--- config.mk ---
export PLATFORM = sky130hd
export DESIGN_NAME = morse_tx
export DESIGN_NICKNAME = d
export VERILOG_FILES = /design/src/rtl/morse_pkg.sv /design/src/rtl/morse_tick.sv /design/src/rtl/morse_tx.sv
export SDC_FILE = /design/constraint.sdc
export NUM_CORES = 1
export LEC_CHECK = 0
export BUFFER_PORTS_ARGS = -buffer_cell sky130_fd_sc_hd__buf_2
export CAP_MARGIN = 20
export CORE_ASPECT_RATIO = 1.5
export CORE_MARGIN = 5
export CORE_UTILIZATION = 30
export CTS_CLUSTER_SIZE = 20
export DETAILED_ROUTE_END_ITERATION = 12
export PLACE_DENSITY_LB_ADDON = 0.15
export SYNTH_ARGS = -nofsm -noshare
export SYNTH_HDL_FRONTEND = slang
export SYNTH_HIERARCHICAL = 1
export SYNTH_SLANG_ARGS = --single-unit
export TNS_END_PERCENT = 50
--- constraint.sdc ---
create_clock -name clk -period 4.3 [get_ports clk]
set_input_delay 0.86 -clock clk [delete_from_list [all_inputs] [get_ports clk]]
set_output_delay 0.86 -clock clk [all_outputs]
set_load 0.01 [all_outputs]
--- src/rtl/morse_pkg.sv ---
// -----------------------------------------------------------------------------
// morse_pkg
// Shared types and constants for the Morse transmitter.
//   PAT_W        width of the left-aligned on/off pattern
//   LEN_W        width of the pattern length field (1..13)
//   NUM_LETTERS  number of encodable letters (A..Z)
//   state_e      transmitter FSM states
//   morse_lookup letter index -> {pattern, length}
// Encoding: dot = 1, dash = 111, gap between symbols = 0, MSB first.
// -----------------------------------------------------------------------------
package morse_pkg;

    localparam int unsigned PAT_W       = 16;
    localparam int unsigned LEN_W       = 4;
    localparam int unsigned NUM_LETTERS = 26;

    typedef enum logic [1:0] {
        IDLE,
        SEND,
        GAP
    } state_e;

    typedef struct packed {
        logic [PAT_W-1:0] pat;
        logic [LEN_W-1:0] len;
    } morse_char_t;

    // Each letter is stored as a symbol count and up to four dash flags,
    // first symbol in bit 3 (1 = dash). The keyed pattern is then expanded
    // from those symbols, so the table stays short and readable.
    function automatic morse_char_t morse_lookup(input int unsigned idx);
        int unsigned      n;
        logic [3:0]       sym;
        logic [PAT_W-1:0] acc;
        int unsigned      pos;
        morse_char_t      r;

        case (idx)
            0:       begin n = 2; sym = 4'b0100; end // A .-
            1:       begin n = 4; sym = 4'b1000; end // B -...
            2:       begin n = 4; sym = 4'b1010; end // C -.-.
            3:       begin n = 3; sym = 4'b1000; end // D -..
            4:       begin n = 1; sym = 4'b0000; end // E .
            5:       begin n = 4; sym = 4'b0010; end // F ..-.
            6:       begin n = 3; sym = 4'b1100; end // G --.
            7:       begin n = 4; sym = 4'b0000; end // H ....
            8:       begin n = 2; sym = 4'b0000; end // I ..
            9:       begin n = 4; sym = 4'b0111; end // J .---
            10:      begin n = 3; sym = 4'b1010; end // K -.-
            11:      begin n = 4; sym = 4'b0100; end // L .-..
            12:      begin n = 2; sym = 4'b1100; end // M --
            13:      begin n = 2; sym = 4'b1000; end // N -.
            14:      begin n = 3; sym = 4'b1110; end // O ---
            15:      begin n = 4; sym = 4'b0110; end // P .--.
            16:      begin n = 4; sym = 4'b1101; end // Q --.-
            17:      begin n = 3; sym = 4'b0100; end // R .-.
            18:      begin n = 3; sym = 4'b0000; end // S ...
            19:      begin n = 1; sym = 4'b1000; end // T -
            20:      begin n = 3; sym = 4'b0010; end // U ..-
            21:      begin n = 4; sym = 4'b0001; end // V ...-
            22:      begin n = 3; sym = 4'b0110; end // W .--
            23:      begin n = 4; sym = 4'b1001; end // X -..-
            24:      begin n = 4; sym = 4'b1011; end // Y -.--
            25:      begin n = 4; sym = 4'b1100; end // Z --..
            default: begin n = 0; sym = 4'b0000; end
        endcase

        acc = '0;
        pos = 0;
        for (int unsigned i = 0; i < 4; i++) begin
            if (i < n) begin
                if (i != 0) begin
                    acc = acc << 1;
                    pos = pos + 1;
                end
                if (sym[3]) begin
                    acc = (acc << 3) | PAT_W'(3'b111);
                    pos = pos + 3;
                end else begin
                    acc = (acc << 1) | PAT_W'(1'b1);
                    pos = pos + 1;
                end
                sym = sym << 1;
            end
        end

        // Built right-aligned, then moved to the MSB end for shifting out.
        r.pat = acc << (PAT_W - pos);
        r.len = LEN_W'(pos);
        return r;
    endfunction

endpackage

--- src/rtl/morse_tick.sv ---
// -----------------------------------------------------------------------------
// morse_tick
// Down-counting time-unit divider. Counts DIV-1 .. 0 and reloads, so tick
// is high for one clk out of every DIV. With DIV = 1 the count stays at 0
// and tick is permanently high.
// Ports:
//   clk      in   system clock
//   Reset_b  in   asynchronous active-low reset (count -> 0)
//   clr      in   synchronous reload of the count to DIV-1
//   tick     out  high while the count is 0
// -----------------------------------------------------------------------------
module morse_tick #(
    parameter int unsigned DIV = 25_000_000
) (
    input  logic clk,
    input  logic Reset_b,
    input  logic clr,
    output logic tick
);

    localparam int unsigned    CW   = (DIV > 1) ? $clog2(DIV) : 1;
    localparam logic [CW-1:0]  LAST = CW'(DIV - 1);

    logic [CW-1:0] cnt_q;

    always_ff @(posedge clk or negedge Reset_b) begin
        if (!Reset_b) begin
            cnt_q <= '0;
        end else if (clr || (cnt_q == '0)) begin
            cnt_q <= LAST;
        end else begin
            cnt_q <= cnt_q - CW'(1);
        end
    end

    assign tick = (cnt_q == '0);

endmodule

--- src/rtl/morse_tx.sv ---
// -----------------------------------------------------------------------------
// morse_tx
// Morse character transmitter for A..Z. A start in IDLE latches the letter's
// pattern and shifts it out MSB first, one bit per DIV clocks, followed by
// GAP_UNITS zero units. All outputs are registered.
// Parameters: DIV (clk per time unit, >= 1), GAP_UNITS (>= 0), SEL_W.
// Ports:
//   clk       in   system clock
//   Reset_b   in   asynchronous active-low reset
//   start     in   transmit request, sampled only in IDLE
//   sel       in   letter index, 0 = A .. 25 = Z
//   abort     in   synchronous cancel of the character in flight
//   repeat_i  in   (MORSE_TX_REPEAT_EN only) restart the latched letter
//   busy      out  high while sending a character or its gap
//   done      out  one-cycle pulse on normal completion
//   err       out  one-cycle pulse for start with sel > 25
//   tx_out    out  serial output, 1 = key down
// Build option: define MORSE_TX_REPEAT_EN to add the repeat_i input.
// -----------------------------------------------------------------------------
module morse_tx
    import morse_pkg::*;
#(
    parameter int unsigned DIV       = 25_000_000,
    parameter int unsigned GAP_UNITS = 3,
    parameter int unsigned SEL_W     = 5
) (
    input  logic             clk,
    input  logic             Reset_b,
    input  logic             start,
    input  logic [SEL_W-1:0] sel,
    input  logic             abort,
`ifdef MORSE_TX_REPEAT_EN
    input  logic             repeat_i,
`endif
    output logic             busy,
    output logic             done,
    output logic             err,
    output logic             tx_out
);

    localparam int unsigned   GW       = (GAP_UNITS > 1) ? $clog2(GAP_UNITS) : 1;
    localparam logic [GW-1:0] GAP_LAST = GW'((GAP_UNITS > 0) ? GAP_UNITS - 1 : 0);

    state_e           state_q;
    logic [PAT_W-1:0] shift_q;
    logic [LEN_W-1:0] bits_left_q;
    logic [GW-1:0]    gap_cnt_q;
    logic             busy_q;
    logic             done_q;
    logic             err_q;
    logic             tx_q;
`ifdef MORSE_TX_REPEAT_EN
    logic [PAT_W-1:0] hold_pat_q;
    logic [LEN_W-1:0] hold_len_q;
`endif

    logic        tick;
    logic        tick_clr;
    logic        sel_ok;
    morse_char_t sel_char;
    logic        last_bit;
    logic        gap_done;
    logic        char_end;

    assign sel_ok   = (32'(sel) < NUM_LETTERS);
    assign sel_char = morse_lookup(32'(sel));
    assign tick_clr = (state_q == IDLE) && start && sel_ok;

    // Character boundary: end of the last bit when there is no gap,
    // otherwise end of the last gap unit.
    assign last_bit = (state_q == SEND) && tick && (bits_left_q == LEN_W'(1));
    assign gap_done = (state_q == GAP) && tick && (gap_cnt_q == '0);
    assign char_end = (GAP_UNITS == 0) ? last_bit : gap_done;

    morse_tick #(
        .DIV(DIV)
    ) u_tick (
        .clk     (clk),
        .Reset_b (Reset_b),
        .clr     (tick_clr),
        .tick    (tick)
    );

    always_ff @(posedge clk or negedge Reset_b) begin
        if (!Reset_b) begin
            state_q     <= IDLE;
            shift_q     <= '0;
            bits_left_q <= '0;
            gap_cnt_q   <= '0;
            busy_q      <= 1'b0;
            done_q      <= 1'b0;
            err_q       <= 1'b0;
            tx_q        <= 1'b0;
`ifdef MORSE_TX_REPEAT_EN
            hold_pat_q  <= '0;
            hold_len_q  <= '0;
`endif
        end else begin
            done_q <= 1'b0;
            err_q  <= 1'b0;

            if (abort && (state_q != IDLE)) begin
                state_q <= IDLE;
                busy_q  <= 1'b0;
                tx_q    <= 1'b0;
            end else if (char_end) begin
                done_q <= 1'b1;
`ifdef MORSE_TX_REPEAT_EN
                // Tick counter has just reloaded, so the first repeated bit
                // gets a full unit without any clear.
                if (repeat_i) begin
                    state_q     <= SEND;
                    shift_q     <= hold_pat_q;
                    bits_left_q <= hold_len_q;
                    tx_q        <= hold_pat_q[PAT_W-1];
                end else
`endif
                begin
                    state_q <= IDLE;
                    busy_q  <= 1'b0;
                    tx_q    <= 1'b0;
                end
            end else begin
                case (state_q)
                    IDLE: begin
                        if (start) begin
                            if (sel_ok) begin
                                state_q     <= SEND;
                                shift_q     <= sel_char.pat;
                                bits_left_q <= sel_char.len;
                                tx_q        <= sel_char.pat[PAT_W-1];
                                busy_q      <= 1'b1;
`ifdef MORSE_TX_REPEAT_EN
                                hold_pat_q  <= sel_char.pat;
                                hold_len_q  <= sel_char.len;
`endif
                            end else begin
                                err_q <= 1'b1;
                            end
                        end
                    end
                    SEND: begin
                        if (tick) begin
                            // Last bit without a gap is taken by char_end.
                            if (bits_left_q == LEN_W'(1)) begin
                                state_q   <= GAP;
                                gap_cnt_q <= GAP_LAST;
                                tx_q      <= 1'b0;
                            end else begin
                                shift_q     <= shift_q << 1;
                                bits_left_q <= bits_left_q - LEN_W'(1);
                                tx_q        <= shift_q[PAT_W-2];
                            end
                        end
                    end
                    GAP: begin
                        if (tick) begin
                            gap_cnt_q <= gap_cnt_q - GW'(1);
                        end
                    end
                    default: begin
                        state_q <= IDLE;
                        busy_q  <= 1'b0;
                        tx_q    <= 1'b0;
                    end
                endcase
            end
        end
    end

    assign busy   = busy_q;
    assign done   = done_q;
    assign err    = err_q;
    assign tx_out = tx_q;

endmodule

==> metrics.txt <==
number of buffer and inverter stages on the critical path 3; Most common cell on crit path sky130_fd_sc_hd__ha_4; Max Clk Rate around 0.17 GHz; fraction of layout instances using a drive strength above 1 0.363; Bufs on Longest Clock Path 2; total via count after detailed routing 5243; Synth cell types 88; PD cells ~460 nW/um^2; run status finished with violations; aggregate global-route resource usage 0.169; floorplan die area 19000 um^2; Post-synth top cells sky130_fd_sc_hd__nand2_1, sky130_fd_sc_hd__nor2_1, sky130_fd_sc_hd__dfrtp_1; leftover overflow at the end of global routing 0; leading area contributor after synthesis sky130_fd_sc_hd__dfrtp_1; Area Growth Syn to Fin 41.2%; most area-consuming cells after synthesis sky130_fd_sc_hd__dfrtp_1, sky130_fd_sc_hd__ha_1, sky130_fd_sc_hd__nand2_1; critical path data required time ~4.5 ns; IO Count 13; antenna violations before repair 0; clock tree from TritonCTS built; Worst Reg-to-Reg Cells 12; worst path arrival time 6.03 ns; Die Y 166 um; count of flip-flops with a built-in enable after synthesis 0; placed cell count approximately 950; Nets 791; final setup slack of the worst path -1.52 ns; CTS HTree Levels 2; hold endpoint shift_q[1]; unrepaired setup endpoints after global routing true; number of buffers added by the clock tree synthesis step 5; global-route wire length before repair roughly 26000 um; crit path kind primary input to register; maximum number of pins on one net before global-route repair 28; TritonCTS Sinks 52; FF-to-FF Start u_tick/cnt_q[17]; Post-synth top flop sky130_fd_sc_hd__dfrtp_1; synthesized instance count 610; clock tree skew after final layout 0.0103 ns; peak supply drop 0.393 mV; std cell rows 57; Post-Synthesis Net Count between 600 and 700; remaining antenna violation count 0; source-to-sink clock delay at the later pin of the worst-skew pair 0.30 ns; worst-path cell with the longest stage delay sky130_fd_sc_hd__or4_4; maximum fanout count along the critical path 4; violations in the final reports negative setup slack; actual transition at the worst max-transition pin 0.726 ns; hold depth 2; total of hold buffers inserted after clock tree synthesis 0; worst slew margin relative to its limit 0.516; number of hold violations in the final report 0; destination of the worst register-to-register timing path tx_out; startpoint of the worst hold path shift_q[1]; total length of routed wires ~16000 um; Worst R2R Setup Slack around 0.7 ns; crit-path max cell delay 0.49 ns; iteration-0 DRC count of the detailed router 227; starting density of the core 0.303; Worst setup EP type register; Total Negative Setup Slacks -20.67 ns; global placement routability congestion 0.925; half-perimeter wire length of the detailed placement result 12600 um; nature of the critical path startpoint primary input; CP top delay family compound AO/OA/AOI/OAI gates; post-route minimum period 5.82 ns; max-slew violation total from the final report 0; DRC 0; area fraction of the dominant cell type after synthesis 0.267; count of input and output buffers 12; final instance count without filler cells about 970; flip-flop and latch count after synthesis 52; final setup violating endpoints 18; cell with the most instances after synthesis sky130_fd_sc_hd__nand2_1; library cell used as clock root buffer sky130_fd_sc_hd__clkbuf_16; mean post-synth cell area about 8 um^2; Via-to-Cell Ratio 5.43; warnings from Yosys 6; max-cap violation count 0; number of global-route vias before repair 5357; wire length per cell after detailed routing 16.7 um; share of the clock period used by the worst path 1.35; sequential share of the synthesized area 0.267; number of detailed-route iterations in the first pass 4; count of antenna diodes in the layout 0; floorplan die width 114 um; static leakage between 2 and 3 nW; worst min-delay path class register to register; synthesized cell area between 4000 and 5000 um^2; clock slew at reported path FFs 0.07 ns; Core Footprint 16100 um^2; share of flip-flops with an asynchronous set or reset 1.00
==> worst max-delay path by stage <==
stage | startpoint | to | slack, ns | depth (start not counted)
6_report | sel[0] | shift_q[12] | -1.52 | 27
3_5_place_dp | sel[0] | shift_q[12] | -2.17 | 28
3_3_place_gp | sel[0] | shift_q[12] | -2.08 | 28
5_1_grt | sel[0] | shift_q[11] | -1.75 | 28
2_1_floorplan | sel[0] | shift_q[12] | -2.09 | 28
4_1_cts | sel[0] | shift_q[12] | -1.54 | 27
==> cell families (layout without fill, tap and decap cells) <==
group,count (synthesis),count (layout),synth area share
and+or+nand+nor,260,260,0.280
muxes,22,22,0.0477
other,1,1,0.000769
xor gates and xnor gates,18,18,0.0352
AOI/OAI and AO/OA,181,181,0.263
buffers and inverters,53,203,0.0480
DFF,52,52,0.267
adders and majority gates,23,23,0.0590
==> final cells by class <==
cell class | instances | area [um^2]
Sequential cell | 52 | 1300
Tap cell | 206 | 258
Multi-Input combinational cell | 505 | 3810
Fill cell | 1690 | 9230
Clock buffer | 5 | 125
Clock inverter | 3 | 21.3
Timing Repair Buffer | 170 | 1270
Inverter | 25 | 103
==> report_power, final <==
part / leakage (nW) / internal, mW / total [mW] / switching [mW]
Sequential: 0.610 / 0.602 / 0.689 / 0.0863
Combinational: 2.24 / 0.955 / 2.05 / 1.10
Clock: 0.0702 / 0.217 / 0.408 / 0.190
Total: 2.92 / 1.78 / 3.15 / 1.37
==> flip-flops by register name (all words and copies together), names as in the netlist <==
name          flops
tx_out            1
err               1
u_tick/cnt_q     25
shift_q          15
state_q           2
bits_left_q       4
busy              1
gap_cnt_q         2
done              1
==> metrics by stage <==
step	hold WS (ns)	cell area, um^2	power, mW	util	setup slack (ns)
final	0.487	6890	3.15	0.427	-1.52
after global routing	0.508	6890	3.40	0.427	-1.75
after CTS	0.491	6750	3.09	0.419	-1.54
after detailed placement	0.472	6300	2.51	0.391	-2.17
after global placement	0.461	6300	2.48	0.391	-2.08
after floorplan	0.444	5030	1.79	-	-2.09
==> worst min-delay path, delay by kind of cell (launching register included) <==
family | cells | cell delay [ns]
AO/OA/AOI/OAI | 2 | 0.12
flip-flops | 1 | 0.34
==> per-layer routing <==
metal,wire length (um),track usage,vias to the layer above
met3,296,0.00802,49
li1,-,-,2580
met5,0,0,-
met1,6130,0.186,2515
met4,897,0.0920,0
met2,8780,0.317,99
==> placed cells by master, fill, tap and decap left out, drive strengths merged, types with 12 or more instances in the layout <==
cell type  netlist  final
xnor2           13     13
a21oi           46     46
dfrtp           52     52
ha              23     23
nor2            59     59
o31ai           12     12
nand3           21     21
nand2           63     63
inv             24     24
or3             12     12
buf             12    170
o21ai           34     34
nor3            20     20
mux2i           12     12
==> timing repair <==
item / 4_1_cts / 5_1_grt
gates resized for setup: 50 / 23
pin swaps: 36 / 16
setup buffers: 9 / 1
endpoints found under the setup margin: 18 / 18
Power figures use the tool's default switching activity.
